==> src/rtl/scan_mux_n_1.sv <==
// Registered N:1 channel multiplexer with direct-select and masked auto-scan modes, ready/valid output.
// Optional build macro SCAN_MUX_TRISTATE_OUT_EN: MUX_Data_Out floats whenever Enable_In is low.
//
// state | meaning
// ------+--------------------------------------------------------------
// IDLE  | no valid sample on the outputs
// RUN   | valid sample presented, freshly loaded or being accepted
// STALL | valid sample held because downstream was not ready last edge
module scan_mux_n_1 #(
    parameter int DATA_WIDTH = 8,
    parameter int CHANNELS   = 32,
    parameter int SEL_WIDTH  = 5
) (
    input  logic                           Clock_In,
    input  logic                           Reset_In,
    input  logic                           Enable_In,
    input  logic                           Mode_In,
    input  logic [SEL_WIDTH-1:0]           Select_In,
    input  logic [CHANNELS*DATA_WIDTH-1:0] Data_In,
    input  logic [CHANNELS-1:0]            Channel_Mask_In,
    input  logic                           Out_Ready_In,
    output logic [DATA_WIDTH-1:0]          MUX_Data_Out,
    output logic [SEL_WIDTH-1:0]           MUX_Channel_Out,
    output logic                           MUX_Valid_Out,
    output logic                           Scan_Wrap_Out,
    output logic                           Sel_Error_Out
);

    localparam logic [SEL_WIDTH:0] CH_EXT = (SEL_WIDTH+1)'(CHANNELS);

    typedef enum logic [1:0] {IDLE, RUN, STALL} state_t;

    state_t                  state, state_next;
    logic                    valid;
    logic                    transfer, can_accept;
    logic [SEL_WIDTH-1:0]    scan_ptr;
    logic [SEL_WIDTH-1:0]    scan_cand;
    logic                    scan_found, scan_wrap;
    logic                    sel_ok;
    logic [SEL_WIDTH-1:0]    load_cand;
    logic                    cand_ok, load;
    logic [SEL_WIDTH-1:0]    ptr_after_load;
    logic [DATA_WIDTH-1:0]   data_sel;
    logic [DATA_WIDTH-1:0]   data_q;

    assign transfer   = valid & Out_Ready_In;
    assign can_accept = ~valid | transfer;
    assign sel_ok     = {1'b0, Select_In} < CH_EXT;

    // Cyclic search from scan_ptr; descending loop so the lowest offset wins.
    always_comb begin
        logic [SEL_WIDTH:0] pos;
        logic               wrapped;
        scan_found = 1'b0;
        scan_cand  = '0;
        scan_wrap  = 1'b0;
        pos        = '0;
        wrapped    = 1'b0;
        for (int i = CHANNELS - 1; i >= 0; i--) begin
            pos     = {1'b0, scan_ptr} + (SEL_WIDTH+1)'(i);
            wrapped = pos >= CH_EXT;
            if (wrapped) pos = pos - CH_EXT;
            if (Channel_Mask_In[pos[SEL_WIDTH-1:0]]) begin
                scan_found = 1'b1;
                scan_cand  = pos[SEL_WIDTH-1:0];
                scan_wrap  = wrapped;
            end
        end
    end

    always_comb begin
        logic [SEL_WIDTH:0] nxt;
        nxt            = {1'b0, scan_cand} + (SEL_WIDTH+1)'(1);
        ptr_after_load = (nxt == CH_EXT) ? '0 : nxt[SEL_WIDTH-1:0];
    end

    assign load_cand = Mode_In ? scan_cand : Select_In;
    assign cand_ok   = Mode_In ? scan_found : sel_ok;
    assign load      = Enable_In & can_accept & cand_ok;
    assign data_sel  = Data_In[load_cand*DATA_WIDTH +: DATA_WIDTH];

    always_ff @(posedge Clock_In or posedge Reset_In) begin
        if (Reset_In) state <= IDLE;
        else          state <= state_next;
    end

    always_comb begin
        state_next = state;
        case (state)
            IDLE:       if (load) state_next = RUN;
            RUN, STALL: begin
                if (Out_Ready_In) state_next = load ? RUN : IDLE;
                else              state_next = STALL;
            end
            default:    state_next = IDLE;
        endcase
    end

    always_comb begin
        valid         = (state != IDLE);
        MUX_Valid_Out = valid;
    end

    always_ff @(posedge Clock_In or posedge Reset_In) begin
        if (Reset_In) begin
            data_q          <= '0;
            MUX_Channel_Out <= '0;
            scan_ptr        <= '0;
            Scan_Wrap_Out   <= 1'b0;
            Sel_Error_Out   <= 1'b0;
        end else begin
            if (load) begin
                data_q          <= data_sel;
                MUX_Channel_Out <= load_cand;
                if (Mode_In) scan_ptr <= ptr_after_load;
            end
            Scan_Wrap_Out <= load & Mode_In & scan_wrap;
            Sel_Error_Out <= Enable_In & can_accept & ~Mode_In & ~sel_ok;
        end
    end

`ifdef SCAN_MUX_TRISTATE_OUT_EN
    assign MUX_Data_Out = Enable_In ? data_q : {DATA_WIDTH{1'bz}};
`else
    assign MUX_Data_Out = data_q;
`endif

endmodule

==> config.mk <==
export PLATFORM = sky130hd
export DESIGN_NAME = scan_mux_n_1
export DESIGN_NICKNAME = d
export VERILOG_FILES = /design/src/rtl/scan_mux_n_1.sv
export SDC_FILE = /design/constraint.sdc
export NUM_CORES = 1
export LEC_CHECK = 0
export CORE_ASPECT_RATIO = 0.8
export CORE_MARGIN = 2
export CORE_UTILIZATION = 50
export DETAILED_ROUTE_END_ITERATION = 6
export HOLD_SLACK_MARGIN = 0.12
export PLACE_DENSITY = 0.83
export SLEW_MARGIN = 20
export SYNTH_ARGS = -nofsm -noshare
export SYNTH_HDL_FRONTEND = slang
export SYNTH_SLANG_ARGS = --single-unit
==> constraint.sdc <==
create_clock -name Clock_In -period 12.21 [get_ports Clock_In]
set_input_delay 3.663 -clock Clock_In [delete_from_list [all_inputs] [get_ports Clock_In]]
set_output_delay 3.663 -clock Clock_In [all_outputs]
set_load 0.01 [all_outputs]
==> results.tsv <==
stage	metric	value	unit
worst_setup_path	reg2reg_to	MUX_Data_Out[7]$_DFFE_PP0N_	
min_path	hold_path_class	register to register	
sta	hold_viol	0	
clock_network	path_clk_slew	70	ps
floorplanning	core_area	21700	µm²
layout	area_growth	29.8	%
floorplanning	die_x	171	µm
placed_design	io_buffers	312	
logic_synthesis	synthSimpleGateAreaFrac	18.8	%
logic_synthesis	synth_edf_count	0	
global_routing	antenna_found_initial	4	
logic_synthesis	synth_top_area_share	18.6	%
placed_design	hpwl	46800	µm
sta	setup_violations	0	
layout	fin_util	66.5	%
logic_synthesis	syn_inst	1377	
worst_setup_path	worstSetupStartpointType	primary input	
clock_network	clock_latency	260	ps
logic_synthesis	yosysTopAreaCell	mux4_2	
worst_setup_path	cp_cell_sequence	clkdlybuf4s50_1 > mux4_2 > mux2i_1 > o22ai_1 > nor2_1 > nand2_1 > nor2_1 > o311a_1 > o22a_1 > a21o_1 > buf_4 > nand2_4 > o2111a_1 > or4_1 > and4_1 > a31oi_1	
min_path	min_from	MUX_Channel_Out[3]$_DFFE_PP0N_	
clock_network	cts_num_sinks	21	
worst_setup_path	cp.arrival	10150	ps
placed_design	gp_congestion	1.11	
layout	layout.cells.non_filler	1917	
routing	dr.first_iter.drc_count	2603	
logic_synthesis	ys_warn_count	0	
worst_setup_path	reg2regPathDepth	21	
routing	via_per_inst	7.49	
layout	nets	1935	
global_routing	grt_start_max_net_pins	67	
logic_synthesis	synth_compound_area_share	27.5	%
sta	worstMarginPinSlew	1200	ps
floorplanning	initial_core_util	51.3	%
logic_synthesis	yosysUniqueCellTypes	94	
worst_setup_path	cp_slowest_stage_delay	700	ps
global_routing	grt_pass1_wl	84700	µm
logic_synthesis	synth_top_family_by_area	multiplexers	
placed_design	placed_cells	1911	
clock_network	cts-hold-fix-buffers	0	
sta	rsz0062_at_grt	false	
status	status	finished, violations left	
clock_network	htree_levels	1	
logic_synthesis	synth_area_leaders	mux4_2 19%, mux2i_1 9.4%, nand2_1 7.0%, mux2_2 5.5%, dfrtp_1 4.7%	
worst_setup_path	critical_path_class	primary input to register	
routing	antenna_left	0	
logic_synthesis	synthAdderAreaFrac	2.36	%
logic_synthesis	synthesis.area	11100	µm²
worst_setup_path	crit_required	12390	ps
clock_network	cts_tree	built	
status	violations	design-rule violations	
logic_synthesis	synth-xor-area-share	3.00	%
logic_synthesis	syn-num-nets	1696	
worst_setup_path	crit_family	simple AND/OR/NAND/NOR gates	
sta	whs	508	ps
worst_setup_path	cp_max_fo	54	
layout	drive_gt1_share	13.3	%
routing	routed_wl	59200	µm
logic_synthesis	synth-seq-area-share	4.71	%
floorplanning	rows	48	
worst_setup_path	r2r-start	scan_ptr[1]$_DFFE_PP0P_	
sta	fmaxAchievable	100	MHz
sta	slew_headroom	19.7	%
global_routing	grt.total_usage	48.8	%
clock_network	cts_setup_buffers	0	
clock_network	cts_root_buf	clkbuf_16	
job	drv_cap	0	
clock_network	cts_buffers	3	
global_routing	grt_pass1_vias	13500	
sta	finalMaxSlewViolations	0	
sta	fin_crit_sh	81.7	%
worst_setup_path	cpMaxStageDelayCell	mux2i_1	
logic_synthesis	synth_mux_area_share	37.5	%
routing	vias	14400	
min_path	hold_end	MUX_Channel_Out[3]$_DFFE_PP0N_	
worst_setup_path	end_kind	register	
worst_setup_path	r2r_setup_slack	3580	ps
global_routing	overflow	0	
logic_synthesis	ys_ff_latch	21	
routing	wire_per_inst	30.9	µm
worst_setup_path	crit_top_cell	nor2_1	
clock_network	ctsLongestPathBuffers	2	
floorplanning	io_pins	314	
floorplanning	die_h	138	µm
routing	drc	22	
clock_network	cts_resized	0	
routing	drtPass1Iterations	7	
logic_synthesis	synthArstFlopShare	100	%
floorplanning	die_area	23500	µm²
sta	period_needed	9970	ps
logic_synthesis	syn_area_per_cell	8.10	µm²
sta	finClkSkew	4.96	ps
sta	tns	0	ps
logic_synthesis	synthFlopType	dfrtp_1	
layout	nFillCells	1847	
worst_setup_path	path_buf_inv	2	
min_path	hold_depth	2	
==> tightest hold or removal path, delay by kind of cell, from the launching register on <==
| family | cells | cell delay (ps) |
|---|---|---|
| AOI/OAI and AO/OA | 1 | 70 |
| and+or+nand+nor | 1 | 50 |
| DFF | 1 | 350 |
==> flip-flops by register name, indices dropped and copies added (netlist names) <==
signal and flops:
state 2, MUX_Data_Out 8, Scan_Wrap_Out 1, MUX_Channel_Out 5, scan_ptr 5
==> per-layer routing <==
layer  track usage, %  vias up  wire, µm
li1                 -     5952         -
met1             63.3     6763     21300
met4             18.3        2      3130
met2             70.4     1373     24300
met5                0        -        13
met3             23.2      276     10400
==> worst max path at each step <==
| stage | from | end | slack [ps] | cells after the start |
|---|---|---|---|---|
| floorplan | Channel_Mask_In[30] | MUX_Data_Out[0]$_DFFE_PP0N_ | 4660 | 13 |
| global placement | Channel_Mask_In[5] | MUX_Data_Out[0]$_DFFE_PP0N_ | 2440 | 13 |
| detailed placement | Channel_Mask_In[31] | MUX_Data_Out[7]$_DFFE_PP0N_ | 2320 | 17 |
| CTS | Channel_Mask_In[31] | MUX_Data_Out[7]$_DFFE_PP0N_ | 2570 | 17 |
| global route | Channel_Mask_In[5] | MUX_Data_Out[0]$_DFFE_PP0N_ | 2210 | 13 |
| finish | Channel_Mask_In[30] | MUX_Data_Out[0]$_DFFE_PP0N_ | 2240 | 16 |
==> stage by stage <==
| step | cell area (µm²) | worst slack [ps] |
|---|---|---|
| 2_1_floorplan | 11100 | 4660 |
| 3_3_place_gp | 14400 | 2440 |
| 3_5_place_dp | 14400 | 2320 |
| 4_1_cts | 14500 | 2570 |
| 5_1_grt | 14500 | 2210 |
| 6_report | 14500 | 2240 |
==> cell type report <==
type                       instances  area, µm²  area share (%)
multi-input combinational       1210       9970            68.9
timing repair buffer             346       3380            23.4
sequential                        21        531            3.67
tap                              300        375            2.59
inverter                          34        128           0.882
clock buffer                       3       75.1           0.519
clock inverter                     1       5.00          0.0346
antenna                            2       5.00          0.0346
==> cells in the mapped netlist, types with 16 or more instances <==
cell,instances
inv_1,29
nor2_1,58
mux2i_1,105
mux2_2,54
o21ai_0,99
and3_1,31
o22ai_1,16
a21oi_1,56
clkbuf_1,61
ha_1,21
dfrtp_1,21
xnor2_1,29
o211ai_1,24
a311oi_1,24
nor3_1,20
buf_2,35
a211oi_1,18
nand3_1,59
nand2_1,207
mux4_2,92
==> logic make-up (layout without fill, tap and decap cells) <==
group	Yosys count	in the layout
xor gates and xnor gates	36	36
other	1	3
buffers and inverters	146	384
adders and majority gates	21	21
and+or+nand+nor	450	450
DFF	21	21
muxes	273	273
AOI/OAI and AO/OA	429	429
==> cell usage in the layout (no fill, tap or decap), types with 18 or more instances in the layout <==
master / netlist / routed
nand3_1: 59 / 59
mux2_2: 54 / 54
nor2_1: 58 / 57
o211ai_1: 24 / 24
clkdlybuf4s50_1: 0 / 312
a211oi_1: 18 / 18
dfrtp_1: 21 / 19
a21oi_1: 56 / 56
mux2i_1: 105 / 104
ha_1: 21 / 21
nand2_1: 207 / 207
inv_1: 29 / 29
mux4_2: 92 / 92
nor3_1: 20 / 20
buf_4: 3 / 34
a311oi_1: 24 / 24
xnor2_1: 29 / 29
and3_1: 31 / 31
o21ai_0: 99 / 99
Power is not shown: default switching activity piles up to over one toggle a cycle in this logic, so the estimate is an artifact.
